==> config.mk <==
export PLATFORM = sky130hd
export DESIGN_NAME = control_sequencer
export DESIGN_NICKNAME = d
export VERILOG_FILES = /design/src/rtl/rv32i_pkg.sv /design/src/rtl/alu_decoder.sv /design/src/rtl/control_sequencer.sv
export SDC_FILE = /design/constraint.sdc
export NUM_CORES = 1
export LEC_CHECK = 0
export CORE_MARGIN = 2
export CORE_UTILIZATION = 45
export DETAILED_ROUTE_END_ITERATION = 6
export PLACE_DENSITY = 0.72
export SLEW_MARGIN = 20
export SYNTH_ARGS = -nofsm -noshare
export SYNTH_HDL_FRONTEND = slang
export SYNTH_SLANG_ARGS = --single-unit
export TNS_END_PERCENT = 1
==> constraint.sdc <==
create_clock -name clk -period 3.1 [get_ports clk]
set_clock_uncertainty 0.1 [all_clocks]
set_input_delay 0.465 -clock clk [delete_from_list [all_inputs] [get_ports clk]]
set_output_delay 0.465 -clock clk [all_outputs]
set_load 0.005 [all_outputs]
==> src/rtl/rv32i_pkg.sv <==
// ============================================================================
// rv32i_pkg : shared encodings for the RV32I control sequencer and datapath
// Rev 1.0   : initial release
// ============================================================================
`default_nettype none

package rv32i_pkg;

  typedef enum logic [2:0] {
    FETCH  = 3'd0,
    DECODE = 3'd1,
    EXEC   = 3'd2,
    MEM    = 3'd3,
    WB     = 3'd4,
    TRAP   = 3'd5
  } state_t;

  typedef enum logic [2:0] {
    OC_R      = 3'd0,
    OC_I      = 3'd1,
    OC_LOAD   = 3'd2,
    OC_STORE  = 3'd3,
    OC_BRANCH = 3'd4,
    OC_JAL    = 3'd5,
    OC_LUI    = 3'd6,
    OC_ILL    = 3'd7
  } op_class_t;

  localparam logic [6:0] OP_R      = 7'b0110011;
  localparam logic [6:0] OP_I      = 7'b0010011;
  localparam logic [6:0] OP_LOAD   = 7'b0000011;
  localparam logic [6:0] OP_STORE  = 7'b0100011;
  localparam logic [6:0] OP_BRANCH = 7'b1100011;
  localparam logic [6:0] OP_JAL    = 7'b1101111;
  localparam logic [6:0] OP_LUI    = 7'b0110111;

  localparam logic [2:0] ALU_ADD = 3'b000;
  localparam logic [2:0] ALU_SUB = 3'b001;
  localparam logic [2:0] ALU_AND = 3'b010;
  localparam logic [2:0] ALU_OR  = 3'b011;
  localparam logic [2:0] ALU_XOR = 3'b100;
  localparam logic [2:0] ALU_SLT = 3'b101;
  localparam logic [2:0] ALU_SLL = 3'b110;
  localparam logic [2:0] ALU_SRL = 3'b111;

  localparam logic [1:0] JUMP_RESET = 2'b00;
  localparam logic [1:0] JUMP_SEQ   = 2'b01;
  localparam logic [1:0] JUMP_IMM   = 2'b10;
  localparam logic [1:0] JUMP_TRAP  = 2'b11;

  localparam logic [1:0] DATO_ALU = 2'b00;
  localparam logic [1:0] DATO_MEM = 2'b01;
  localparam logic [1:0] DATO_IMM = 2'b10;
  localparam logic [1:0] DATO_PC4 = 2'b11;

  function automatic op_class_t classify(input logic [6:0] op);
    case (op)
      OP_R:      return OC_R;
      OP_I:      return OC_I;
      OP_LOAD:   return OC_LOAD;
      OP_STORE:  return OC_STORE;
      OP_BRANCH: return OC_BRANCH;
      OP_JAL:    return OC_JAL;
      OP_LUI:    return OC_LUI;
      default:   return OC_ILL;
    endcase
  endfunction

endpackage

`default_nettype wire

==> src/rtl/alu_decoder.sv <==
// ============================================================================
// alu_decoder : maps instruction class, f3 and f7 to an ALU operation
// Rev 1.0     : initial release
// ============================================================================
`default_nettype none

module alu_decoder
  import rv32i_pkg::*;
(
  input  op_class_t  op_class,
  input  logic [2:0] f3,
  input  logic       f7,
  output logic [2:0] alu_op,
  output logic       illegal
);

  always_comb begin
    alu_op  = ALU_ADD;
    illegal = 1'b0;
    case (op_class)
      OC_R, OC_I: begin
        case (f3)
          3'b000:  alu_op = (op_class == OC_R && f7) ? ALU_SUB : ALU_ADD;
          3'b111:  alu_op = ALU_AND;
          3'b110:  alu_op = ALU_OR;
          3'b100:  alu_op = ALU_XOR;
          3'b010:  alu_op = ALU_SLT;
          3'b001:  alu_op = ALU_SLL;
          3'b101:  alu_op = ALU_SRL;
          default: illegal = 1'b1;
        endcase
      end
      // Only BEQ/BNE are implemented; the compare is always a subtraction.
      OC_BRANCH: begin
        alu_op  = ALU_SUB;
        illegal = (f3[2:1] != 2'b00);
      end
      OC_ILL:  illegal = 1'b1;
      default: ;
    endcase
  end

endmodule

`default_nettype wire

==> src/rtl/control_sequencer.sv <==
// ============================================================================
// control_sequencer : multi-cycle RV32I control FSM with retired-instr counter
// Rev 1.0           : initial release
// ============================================================================
`default_nettype none

module control_sequencer
  import rv32i_pkg::*;
(
  input  logic        clk,
  input  logic        rst_n,
  input  logic [6:0]  op_code,
  input  logic [2:0]  f3,
  input  logic        f7,
  input  logic        flag,
  input  logic        imem_ack,
  input  logic        dmem_ack,
  output logic        imem_req,
  output logic        ir_we,
  output logic        dmem_req,
  output logic        dmem_we,
  output logic        pc_we,
  output logic        branch,
  output logic [1:0]  jump,
  output logic [1:0]  dato_s,
  output logic        reg_w,
  output logic        alu_s,
  output logic [2:0]  alu_op,
  output logic        trap,
  output logic [31:0] instret
);

  state_t     state, state_next;
  op_class_t  cls_q, cls_live, dec_cls;
  logic [2:0] f3_q, dec_f3, dec_alu_op;
  logic       f7_q, dec_f7, dec_illegal;
  logic       boot;
  logic       retire;

  assign cls_live = classify(op_code);

  // DECODE decides on the live instruction; later states use the captured copy.
  assign dec_cls = (state == DECODE) ? cls_live : cls_q;
  assign dec_f3  = (state == DECODE) ? f3       : f3_q;
  assign dec_f7  = (state == DECODE) ? f7       : f7_q;

  alu_decoder u_alu_decoder (
    .op_class (dec_cls),
    .f3       (dec_f3),
    .f7       (dec_f7),
    .alu_op   (dec_alu_op),
    .illegal  (dec_illegal)
  );

  // The reset-address load is not a retired instruction.
  assign retire = pc_we & ~trap & ~boot;

  always_ff @(posedge clk or negedge rst_n) begin
    if (!rst_n) begin
      state   <= FETCH;
      boot    <= 1'b1;
      cls_q   <= OC_ILL;
      f3_q    <= 3'b000;
      f7_q    <= 1'b0;
      instret <= 32'd0;
    end else begin
      state <= state_next;
      boot  <= 1'b0;
      if (state == DECODE) begin
        cls_q <= cls_live;
        f3_q  <= f3;
        f7_q  <= f7;
      end
      if (retire) instret <= instret + 32'd1;
    end
  end

  always_comb begin
    state_next = state;
    imem_req   = 1'b0;
    ir_we      = 1'b0;
    dmem_req   = 1'b0;
    dmem_we    = 1'b0;
    pc_we      = 1'b0;
    branch     = 1'b0;
    jump       = JUMP_SEQ;
    dato_s     = DATO_ALU;
    reg_w      = 1'b0;
    alu_s      = 1'b0;
    alu_op     = ALU_ADD;
    trap       = 1'b0;
    if (!rst_n) begin
      jump = JUMP_RESET;
    end else begin
      if (state inside {DECODE, EXEC, MEM, WB}) begin
        alu_op = dec_alu_op;
        alu_s  = (dec_cls inside {OC_I, OC_LOAD, OC_STORE});
      end
      case (state)
        FETCH: begin
          if (boot) begin
            pc_we = 1'b1;
            jump  = JUMP_RESET;
          end else begin
            imem_req = 1'b1;
            if (imem_ack) begin
              ir_we      = 1'b1;
              state_next = DECODE;
            end
          end
        end
        DECODE: begin
          case (cls_live)
            OC_R, OC_I:                     state_next = dec_illegal ? TRAP : EXEC;
            OC_LOAD, OC_STORE, OC_BRANCH:   state_next = EXEC;
            OC_JAL, OC_LUI:                 state_next = WB;
            default:                        state_next = TRAP;
          endcase
        end
        EXEC: begin
          case (cls_q)
            OC_LOAD, OC_STORE: state_next = MEM;
            OC_BRANCH: begin
              if (dec_illegal) begin
                state_next = TRAP;
              end else begin
                pc_we      = 1'b1;
                branch     = ((f3_q == 3'b000) && flag) || ((f3_q == 3'b001) && !flag);
                state_next = FETCH;
              end
            end
            default: state_next = WB;
          endcase
        end
        MEM: begin
          dmem_req = 1'b1;
          dmem_we  = (cls_q == OC_STORE);
          if (dmem_ack) begin
            if (cls_q == OC_STORE) begin
              pc_we      = 1'b1;
              state_next = FETCH;
            end else begin
              state_next = WB;
            end
          end
        end
        WB: begin
          reg_w      = 1'b1;
          pc_we      = 1'b1;
          state_next = FETCH;
          case (cls_q)
            OC_LOAD: dato_s = DATO_MEM;
            OC_LUI:  dato_s = DATO_IMM;
            OC_JAL: begin
              dato_s = DATO_PC4;
              jump   = JUMP_IMM;
            end
            default: dato_s = DATO_ALU;
          endcase
        end
        TRAP: begin
          trap       = 1'b1;
          pc_we      = 1'b1;
          jump       = JUMP_TRAP;
          state_next = FETCH;
        end
        default: state_next = FETCH;
      endcase
    end
  end

endmodule

`default_nettype wire

==> results.txt, run 1 <==
----------------------------------------------------
[Finish]
  Net count reported at finish ... 380
  Final design instance area without fill ... 0.00365 mm²
  Number of inserted diodes ... 0
  Fin cells ... 435
  Area growth from synthesis to layout ... 44.6%
  Fraction of layout instances using a drive strength above 1 ... 21.2%
  Final core utilization ... 66.8%

[Die]
  Chip Width ... 78.9 µm
  Placement Rows ... 27
  I/O pin count ... 64
  Die outline area ... 0.00623 mm²
  Effective utilization at floorplan ... 46.2%
  Floorplan die height ... 78.9 µm
  Core Area ... 0.00547 mm²

[Critical path]
  Critical path peak fanout ... 3
  Arrival time worst endpoint ... 2470 ps
  Required time of the critical path ... 2530 ps
  Kind of launch point of the worst setup path ... flip-flop
  Worst path max stage delay ... 540 ps
  Type of destination of the critical path ... primary output
  Crit-path slowest cell ... sky130_fd_sc_hd__or4_1
  Cell-by-cell listing of the critical path ... nor3b_4, buf_4, mux2i_1, inv_1, or4_1, a311oi_2, buf_2
  Classification of the worst setup path ... flip-flop to primary output

[Synthesis]
  Post-synth top area share ... 38.6%
  Net count after synthesis ... 282
  Most area-consuming cells after synthesis ... sky130_fd_sc_hd__dfrtp_1, sky130_fd_sc_hd__xor2_1, sky130_fd_sc_hd__dfstp_2
  Main combinational cell family by area after synthesis ... simple AND/OR/NAND/NOR gates
  Commonest cells in the netlist ... sky130_fd_sc_hd__dfrtp_1, sky130_fd_sc_hd__nand2_1, sky130_fd_sc_hd__xor2_1, sky130_fd_sc_hd__nor2_1, sky130_fd_sc_hd__nor3_1
  Xor and xnor fraction of the mapped netlist area ... 12.1%
  Flip-flop and latch count after synthesis ... 43
  Share of the yosys chip area belonging to registers ... 42.8%
  Post-synthesis async set-or-reset flop share ... 100%
  Share of cell area taken by muxes after synthesis ... 3.56%
  Predominant post-synthesis flop cell ... sky130_fd_sc_hd__dfrtp_1
  Basic-gate share of the synthesized area counting and, or, nand and nor cells ... 27.4%
  Cell type with the highest aggregate area in the netlist ... sky130_fd_sc_hd__dfrtp_1
  Warning count from the yosys run ... 0
  Synthesized-area fraction occupied by adder cells ... 0.495%
  Cells after Synth ... 265
  Dominant cell by count in the synthesized netlist ... sky130_fd_sc_hd__dfrtp_1
  Mean instance size in the synthesized netlist ... 9.54 µm²
  Number of distinct library cells after synthesis ... 53
  Count of flip-flops with a built-in enable after synthesis ... 0
  Area fraction in compound gates after synthesis ... 9.55%
  Synthesized area ... 0.00253 mm²

[Clocking]
  Longest Clk Path Bufs ... 2
  Clock root buffer ... sky130_fd_sc_hd__clkbuf_8
  CTS H-tree depth ... 2
  CTS tree ... built
  Worst skew pair latency ... 300 ps
  Inserted Clock Buffers ... 5
  Clock-pin slew on the worst setup and hold paths ... 80 ps
  CTS sink count ... 43

[Power and ir drop]
  Internal power ... 0.00129 W
  Fraction of power spent switching nets ... 35.2%
  Comb pwr share ... 46.0%
  Power density relative to cell area ... 547 mW/mm²
  Power spent charging and discharging nets ... 0.000704 W
  Part of the total power dissipated in the clock network ... 18.1%
  Sequential share of power ... 35.9%
  Worst vdd rail ir drop ... 0.373 mV
  Total leakage power ... 1.66 nW

[Placement]
  Dpl cells ... 419
  Sum of net half-perimeters after detailed placement ... 4540 µm
  Area after DPL ... 0.00341 mm²
  Weighted congestion reported at the end of routability-driven placement ... 0.799
  Pre-CTS WS ... -422 ps
  I/O Buffers ... 63

[Outcome]
  Run status ... finished, final reports clean

[Global route]
  Via count of the first global-routing pass ... 2182
  Combined global-route utilization of all metal layers ... 21.3%
  Congestion Overflow GR ... 0
  Global-route wire length before repair ... 10500 µm
  Largest net degree at the start of global routing ... 49
  Antenna violations before repair ... 0

[Timing]
  Final Max Slew Viols ... 0
  Worst hold slack after final layout ... 386 ps
  RSZ-0062 raised after global routing ... yes
  Worst path setup slack after routing ... 63.2 ps
  Final setup vio count ... 0
  Final worst path period share ... 98.0%
  Slew at the pin closest to its max-slew limit ... 521 ps
  Relative slew slack ... 64.9%
  Final critical delay including setup and external delays ... 3040 ps
  Final count of hold timing violations ... 0
  Maximum operating frequency ... 329 MHz

[Drt]
  Wire length per cell ... 14.7 µm
  DRT antenna net count ... 0
  Iter 0 DRT Violations ... 125
  Post-DR vias/cell ... 5.29
  Pre-antenna DRT Iters ... 4
  Vias after detailed routing ... 2303
  DRC violation count after routing ... 0
  Wirelength, routed ... 6400 µm

[Run]
  Number of maximum-capacitance constraint violations ... 0

[Min path]
  Hold crit path type ... flip-flop to flip-flop

----------------------------------------------------
[worst max-delay path, delay by kind of cell, from the launching register on]
family,cells,cell delay (ps)
and+or+nand+nor,2,820
buffers and inverters,3,420
muxes,1,240
AOI/OAI and AO/OA,1,280
DFF,1,410
[state kept, by name (all words and copies together), names as in the netlist]
| register | count |
|---|---|
| f7_q | 1 |
| cls_q | 3 |
| f3_q | 3 |
| instret | 32 |
| state | 3 |
| boot | 1 |
[logic make-up (layout without fill, tap and decap cells)]
| logic type | Yosys count | after routing |
|---|---|---|
| other | 1 | 1 |
| DFF | 43 | 43 |
| muxes | 8 | 8 |
| buffers and inverters | 20 | 118 |
| adders and majority gates | 1 | 1 |
| and+or+nand+nor | 125 | 125 |
| xor gates and xnor gates | 35 | 35 |
| AOI/OAI and AO/OA | 32 | 32 |
[layer usage]
layer / share of wire, % / up-vias / wire length [µm] / track usage, %
met2: 48 / 64 / 3050 / 34.1
met1: 47 / 1096 / 3000 / 29.5
met4: 1.1 / 0 / 73 / 5.00
li1: - / 1136 / - / -
met5: 0 / - / 0 / 0
met3: 4.4 / 7 / 279 / 4.77
[layout make-up]
class,count,area [µm²]
Fill cell,474,1820
Multi-Input combinational cell,202,1420
Sequential cell,43,1080
Timing Repair Buffer,102,942
Tap cell,72,90.1
Clock buffer,6,82.6
Inverter,9,33.8
Clock inverter,1,5.00
[through the flow]
step                power, W  TNS, ps
floorplan            0.00117        0
detailed placement   0.00153    -4060
global placement     0.00151    -2680
CTS                  0.00194    -29.8
global route         0.00213     -126
finish               0.00200        0
[path summary, 6_finish.rpt]
check	start	end	slack [ps]	depth (start not counted)
worst max register to register	state[2]	instret[29]	250	10
worst min register to register	instret[19]	instret[19]	390	1
worst max-delay path	state[2]	alu_op[0]	60	7
worst min-delay path	instret[19]	instret[19]	390	1
max in group asynchronous	rst_n	boot	1930	3
min in group asynchronous	rst_n	f7_q	490	2
[placed cells by master (no fill, tap or decap), types with 3 or more instances in the layout]
| cell | count |
|---|---|
| sky130_fd_sc_hd__clkdlybuf4s50_1 | 52 |
| sky130_fd_sc_hd__buf_4 | 37 |
| sky130_fd_sc_hd__dfstp_2 | 4 |
| sky130_fd_sc_hd__nor2_2 | 5 |
| sky130_fd_sc_hd__nor4_1 | 10 |
| sky130_fd_sc_hd__dfrtp_1 | 39 |
| sky130_fd_sc_hd__xor2_1 | 27 |
| sky130_fd_sc_hd__nor4b_1 | 3 |
| sky130_fd_sc_hd__nor2_1 | 13 |
| sky130_fd_sc_hd__nand2_1 | 27 |
| sky130_fd_sc_hd__nor2b_1 | 4 |
| sky130_fd_sc_hd__o21ai_0 | 3 |
| sky130_fd_sc_hd__inv_1 | 8 |
| sky130_fd_sc_hd__a211oi_1 | 4 |
| sky130_fd_sc_hd__nand2b_1 | 8 |
| sky130_fd_sc_hd__or3_1 | 6 |
| sky130_fd_sc_hd__dlygate4sd2_1 | 3 |
| sky130_fd_sc_hd__xnor2_1 | 8 |
| sky130_fd_sc_hd__a21oi_1 | 5 |
| sky130_fd_sc_hd__clkbuf_8 | 6 |
| sky130_fd_sc_hd__nand3_1 | 7 |
| sky130_fd_sc_hd__nor3_1 | 15 |
| sky130_fd_sc_hd__and3_1 | 4 |
| sky130_fd_sc_hd__nand4_1 | 6 |
| sky130_fd_sc_hd__dlymetal6s2s_1 | 5 |
| sky130_fd_sc_hd__mux2_4 | 3 |
[timing repair]
| action | in CTS | in global routing |
|---|---|---|
| setup endpoints to repair | 5 | 21 |
| resized for setup | 16 | 18 |
| pin swaps | 5 | 6 |
| hold buffers | 1 | 0 |
| setup buffers | 5 | 3 |
| hold endpoints to repair | 1 | 0 |
[power groups by stage]
stage | registers [W] | logic, W | clock network, W
2_1_floorplan | 0.000705 | 0.000462 | 0
3_3_place_gp | 0.000716 | 0.000789 | 0
3_5_place_dp | 0.000721 | 0.000805 | 0
4_1_cts | 0.000710 | 0.000858 | 0.000368
5_1_grt | 0.000731 | 0.00100 | 0.000397
6_report | 0.000717 | 0.000918 | 0.000362
No activity file was read; power rests on OpenSTA's default activity.
==> run 2: changes to the inputs <==
==> constraint.sdc (replaced) <==
create_clock -name clk -period 3.1 [get_ports clk]
set_clock_uncertainty 0.1 [all_clocks]
set_input_delay 0.465 -clock clk [delete_from_list [all_inputs] [get_ports clk]]
set_output_delay 0.465 -clock clk [all_outputs]
set_load 0.01 [all_outputs]
==> run 2 against run 1 <==
Worst setup slack got worse by 120 ps. Global-route usage shrank 1.5 points. The flow now finishes with violations (negative setup slack). Non-clock buffer count fell by 4. Cell area fell by 1.1%. Sequential power fell by 1%. Via count is essentially flat. Combinational power fell by 7.8%. Sequential share of layout area rose by 0.34 points.
==> results.txt, run 2 (synthesized netlist as in run 1, its figures left out) <==
----------------------------------------------------
[Clocking]
  CTS H-tree depth ... 2 (unchanged)
  CTS sink count ... 43 (unchanged)
  Clock root buffer ... sky130_fd_sc_hd__clkbuf_8 (unchanged)
  Inserted Clock Buffers ... 5 (unchanged)
  Worst skew pair latency ... 290 ps (was 300 ps)
  CTS tree ... built (unchanged)
  Clock-pin slew on the worst setup and hold paths ... 80 ps (about the same)
  Longest Clk Path Bufs ... 2 (unchanged)

[Outcome]
  Run status ... finished with violations (was finished, final reports clean)
  Violations in the final reports ... negative setup slack

[Drt]
  Wire length per cell ... 14.3 µm (was 14.7 µm)
  Post-DR vias/cell ... 5.34 (was 5.29)
  Pre-antenna DRT Iters ... 4 (unchanged)
  Wirelength, routed ... 6170 µm (was 6400 µm)
  DRC violation count after routing ... 0 (unchanged)
  Vias after detailed routing ... 2301 (was 2303)
  Iter 0 DRT Violations ... 141 (was 125)
  DRT antenna net count ... 0 (unchanged)

[Timing]
  Final Max Slew Viols ... 0 (unchanged)
  Final worst path period share ... 102% (was 98.0%)
  Final count of hold timing violations ... 0 (unchanged)
  Maximum operating frequency ... 316 MHz (was 329 MHz)
  Final critical delay including setup and external delays ... 3160 ps (was 3040 ps)
  Final setup vio count ... 3 (was 0)
  Slew at the pin closest to its max-slew limit ... 608 ps (was 521 ps)
  Relative slew slack ... 59.4% (was 64.9%)
  RSZ-0062 raised after global routing ... yes (unchanged)
  Worst path setup slack after routing ... -61.3 ps (was 63.2 ps)
  Worst hold slack after final layout ... 394 ps (was 386 ps)

[Placement]
  Weighted congestion reported at the end of routability-driven placement ... 0.824 (was 0.799)
  Sum of net half-perimeters after detailed placement ... 4460 µm (was 4540 µm)
  I/O Buffers ... 63 (unchanged)
  Pre-CTS WS ... -434 ps (was -422 ps)
  Dpl cells ... 423 (was 419)
  Area after DPL ... 0.00343 mm² (was 0.00341 mm²)

[Die]
  Core Area ... 0.00547 mm² (unchanged)
  I/O pin count ... 64 (unchanged)
  Placement Rows ... 27 (unchanged)
  Chip Width ... 78.9 µm (unchanged)
  Effective utilization at floorplan ... 46.2% (unchanged)
  Die outline area ... 0.00623 mm² (unchanged)
  Floorplan die height ... 78.9 µm (unchanged)

[Finish]
  Final design instance area without fill ... 0.00361 mm² (was 0.00365 mm²)
  Fin cells ... 431 (was 435)
  Number of inserted diodes ... 0 (unchanged)
  Area used by sequential logic in the layout ... 0.00108 mm² (unchanged)
  Commonest non-fill, non-tap cells in the layout ... sky130_fd_sc_hd__clkdlybuf4s50_1, sky130_fd_sc_hd__dfrtp_1, sky130_fd_sc_hd__buf_4 (unchanged)
  Register with the most flip-flops ... instret (unchanged)
  Area growth from synthesis to layout ... 43.0% (was 44.6%)
  Final core utilization ... 66.0% (was 66.8%)
  Number of fillers in the final layout ... 470 (was 474)
  Fraction of layout instances using a drive strength above 1 ... 21.2% (about the same)
  Most common library cell in the layout ignoring fill and taps ... sky130_fd_sc_hd__clkdlybuf4s50_1 (unchanged)
  Area occupied by multi-input gates ... 0.00143 mm² (was 0.00142 mm²)
  Flip-flop count of the largest register, all copies and words added ... 32 (unchanged)
  Net count reported at finish ... 376 (was 380)

[Power and ir drop]
  Total leakage power ... 1.60 nW (was 1.66 nW)
  Power density relative to cell area ... 529 mW/mm² (was 547 mW/mm²)
  Worst vdd rail ir drop ... 0.352 mV (was 0.373 mV)

[Critical path]
  Classification of the worst setup path ... primary input to primary output (was flip-flop to primary output)
  Kind of launch point of the worst setup path ... primary input (was flip-flop)
  Critical path peak fanout ... 4 (was 3)
  Type of destination of the critical path ... primary output (unchanged)
  Required time of the critical path ... 2530 ps (about the same)
  Arrival time worst endpoint ... 2600 ps (was 2470 ps)

[Global route]
  Combined global-route utilization of all metal layers ... 19.8% (was 21.3%)
  Via count of the first global-routing pass ... 2148 (was 2182)
  Largest net degree at the start of global routing ... 21 (was 49)
  Global-route wire length before repair ... 9920 µm (was 10500 µm)
  Antenna violations before repair ... 0 (unchanged)
  Congestion Overflow GR ... 0 (unchanged)

[Min path]
  Hold crit path type ... flip-flop to flip-flop (unchanged)

[Run]
  Number of maximum-capacitance constraint violations ... 0 (unchanged)

----------------------------------------------------
## run 2: cell count changes in the layout (fill, tap and decap cells not counted), sizes merged
cell,delta
clkdlybuf4s15,+1
dlymetal6s2s,-3
clkdlybuf4s50,+5
buf,-6
clkbuf,+2
dlygate4sd2,-3
## run 2: worst max-delay path: stages
cell                              delay (ps)
sky130_fd_sc_hd__clkdlybuf4s50_1         450
sky130_fd_sc_hd__or3_1                   380
sky130_fd_sc_hd__a211o_1                 290
sky130_fd_sc_hd__o311a_1                 150
sky130_fd_sc_hd__nor2_2                  180
sky130_fd_sc_hd__o21a_1                  160
sky130_fd_sc_hd__clkdlybuf4s50_1         530
## run 2: what timing repair did
item	4_1_cts	5_1_grt
pin swaps	1	1
setup endpoints to repair	5	15
hold buffers	1	0
hold endpoints to repair	4	0
resized for setup	7	21
buffers inserted	0	0
## run 2: routing by layer
layer | part of all wire, % | vias up | global-route usage, %
li1 | - | 1136 | -
met4 | 0.49 | 0 | 5.00
met5 | 0 | - | 0
met2 | 48 | 64 | 31.9
met3 | 3.8 | 2 | 3.64
met1 | 48 | 1099 | 27.6
## run 2: layout make-up
cell class / count / share of cell area [%]
inverters: 9 / 0.935
repair buffers: 98 / 24.6
clock buffers: 6 / 2.29
flip-flops and latches: 43 / 29.9
clock inverters: 1 / 0.139
well taps: 72 / 2.49
multi-input cells: 202 / 39.6
## run 2: path summary, 6_finish.rpt
check,startpoint,end,slack (ps),cells past startpoint
hold reg to reg,instret[22],instret[22],390,1
min in group asynchronous,rst_n,state[0],500,2
setup / recovery,op_code[3],alu_s,-60,7
max in group asynchronous,rst_n,f3_q[2],1890,3
hold / removal,instret[22],instret[22],390,1
setup reg to reg,state[1],instret[24],250,9
## run 2: power breakdown
group | internal, W | leakage [nW] | total (W) | switching (W)
registers | 0.000640 | 0.552 | 0.000710 | 0.0000699
clock network | 0.000175 | 0.0470 | 0.000354 | 0.000179
logic | 0.000416 | 1.00 | 0.000846 | 0.000430
total | 0.00123 | 1.60 | 0.00191 | 0.000679
## run 2: stage by stage
step,TNS (ps),power [W]
3_5_place_dp,-4100,0.00155
4_1_cts,-428,0.00191
2_1_floorplan,0,0.00119
6_report,-87.7,0.00191
3_3_place_gp,-3520,0.00154
5_1_grt,-678,0.00205
==> RTL change, RTL diff (config.mk and constraints of run 2) <==
Reset style: synchronous (`rst_n`), changed in one clocked block.
--- a/src/rtl/control_sequencer.sv
+++ b/src/rtl/control_sequencer.sv
@@ -57,3 +57,3 @@
 
-  always_ff @(posedge clk or negedge rst_n) begin
+  always_ff @(posedge clk) begin
     if (!rst_n) begin
Behaviour: differs if rst_n is asserted again (counterexample within 10 cycles, from zero or initial values and one cycle with rst_n low); with rst_n held inactive, the same outputs for 10 cycles.
==> RTL change against run 2 <==
- design area grew 5.7%
- worst setup slack better by 0.16 ns
- largest cell class unchanged
- synthesized area up 13%
- critical endpoint unchanged
- first-iteration DRC count decreased by 7.1%
- wire length up 27%
- sequential cell count did not move
Power is not compared: it rests on default switching activity, and its combinational part moved more than twofold at a synthesized area within 25%.
==> RTL change: results (changes against run 2) <==
[status]
status = finished, final reports clean  ; was complete, but fails checks

[setup_path]
worst_ep_arrival_time_ns = 2.44  ; was 2.60 ns
path_delay_family = buffers and inverters  ; unchanged
crit_path_max_fanout = 4  ; unchanged
cp_slowest_stage_delay_ns = 0.55  ; was 0.53 ns
slowest_stage = clkdlybuf4s50_1  ; unchanged

[yosys]
ys_async_sr_fraction_pct = 0  ; was 100%
synth.cells.most_frequent = dfxtp_1 (43), nor2_1 (39), nand2_1 (37)  ; was dfrtp_1 (39), nand2_1 (27), xor2_1 (27)
synth_seq_area_share_pct = 30.2  ; was 42.8%
synth_area_leaders = dfxtp_1 (30%), xnor2_1 (5.5%), nor2_1 (5.1%), nand2_1 (4.9%), mux2i_1 (4.2%)  ; was dfrtp_1 (39%), xor2_1 (9.4%), dfstp_2 (4.2%), nand2_1 (4.0%), nor3_1 (3.2%)
synthesis.nets = 370  ; was 282
yosys_warnings = 0  ; unchanged
synth_flop_cell = dfxtp_1  ; was dfrtp_1
post_synth_num_cell_types = 62  ; was 53

[cts]
htreeDepth = 2  ; unchanged
clk_latency_ns = 0.30
post_cts.repair.setup_buffers = 0  ; unchanged
numCtsBuffers = 5  ; unchanged
clk_root_buffer_cell = clkbuf_8  ; unchanged
cts_buffer_depth = 2  ; unchanged
clkTransAtPathRegs_ns = 0.08  ; about the same

[route]
dr_total_vias = 2898  ; was 2301
wire_per_inst_um = 15.5  ; was 14.3 µm
drt_first_pass_iters = 4  ; unchanged
drt_first_iter_violations = 131  ; was 141

[cells_and_area]
design.final.nets = 448  ; was 376
post_route_cells_drive_above_1_share_pct = 15.7  ; was 21.2%
max_flop_register = instret  ; unchanged
largest_register_ffs = 32  ; unchanged
antenna_cells = 0  ; unchanged

[pwr]
switching_share_pct = 27.8
static-leakage-power_nw = 1.31
peakVddDrop_v = 0.000189

[placed_design]
io_buffer_count = 63  ; unchanged
post_placement_cell_area_um2 = 3690  ; was 3430 µm²
finalWeightedCongestion = 0.865  ; was 0.824
hpwlAfterDp_mm = 5.73  ; was 4.46 mm

[global_route]
grt_start_max_net_pins = 29  ; was 21
overall_fraction_of_global_route_tracks_in_use_pct = 22.4  ; was 19.8%
antenna_found_initial = 0  ; unchanged
grt_first_pass_wirelength_mm = 13.1  ; was 9.92 mm

[sta]
timing.setup.tns_ns = 0  ; was -0.0877 ns
slew_headroom_pct = 57.8  ; was 59.4%

[min_path]
hold_path.class = flop to flop  ; unchanged

-- RTL change: cell types whose count changed after synthesis, sizes merged, moves of 8 or more --
cell            run 2  this run
dfxtp               0        43
nor2               18        39
a2111oi             0        12
dfrtp              39         0
xnor2               8        18
nand2              27        37
mux2i               3        12
o21ai               4        12
xor2               27         2
-- RTL change: final cells by class --
type                            instances  area (µm²)
Clock buffer                            6        72.6
Clock inverter                          2        12.5
Fill cell                             565        2420
Inverter                               13        48.8
Multi-Input combinational cell        273        1850
Sequential cell                        43         862
Tap cell                               77        96.3
Timing Repair Buffer                   95         881
-- RTL change: through the flow --
stage	hold WS, ns	instances	setup WS [ns]	utilization (%)
4_1_cts	0.362	509	-0.147	60.5
3_5_place_dp	0.350	501	-0.202	59.1
2_1_floorplan	0.337	353	0.532	-
6_report	0.368	509	0.0990	61.2
3_3_place_gp	0.347	501	-0.129	59.1
5_1_grt	0.402	509	-0.0183	61.2
-- RTL change: cells by family after synthesis --
kind of cell | share of synthesized area [%]
simple gates | 30.4
fa+ha+maj | 0.439
buf+inv | 6.23
xor+xnor | 6.14
mux | 5.00
flops | 30.2
compound gates | 21.6
-- RTL change: final timing paths --
check	from	to	slack, ns	depth (start not counted)
max	op_code[3]	alu_s	0.1	8
min	f7_q	f7_q	0.37	2
max reg2reg	cls_q[2]	instret[15]	0.69	6
min reg2reg	f7_q	f7_q	0.37	2
-- RTL change: tightest hold or removal path, cell delays in order (launching register included) --
cell and delay (ns):
dfxtp_1 0.32, nand2_1 0.05, a21oi_1 0.05
-- RTL change: power groups by stage --
stage	logic, mW	registers, mW	clock network, mW
final	0.198	0.573	0.353
after global routing	0.216	0.575	0.382
after CTS	0.193	0.572	0.361
after detailed placement	0.191	0.585	0
after global placement	0.190	0.585	0
after floorplan	0.111	0.581	0
-- RTL change: metal layers --
metal  vias to the layer above  part of all wire, %  GRT usage, %
met5                         -                    0             0
met4                         0                  1.6          7.33
met3                        12                  6.1          4.95
met2                        89                   48          39.1
met1                      1355                   44          27.1
li1                       1442                    -             -
-- RTL change: repair_timing --
| action | CTS | global route |
|---|---|---|
| setup endpoints to repair | 4 | 3 |
| gates resized for setup | 3 | 12 |
| gates cloned | 0 | 0 |
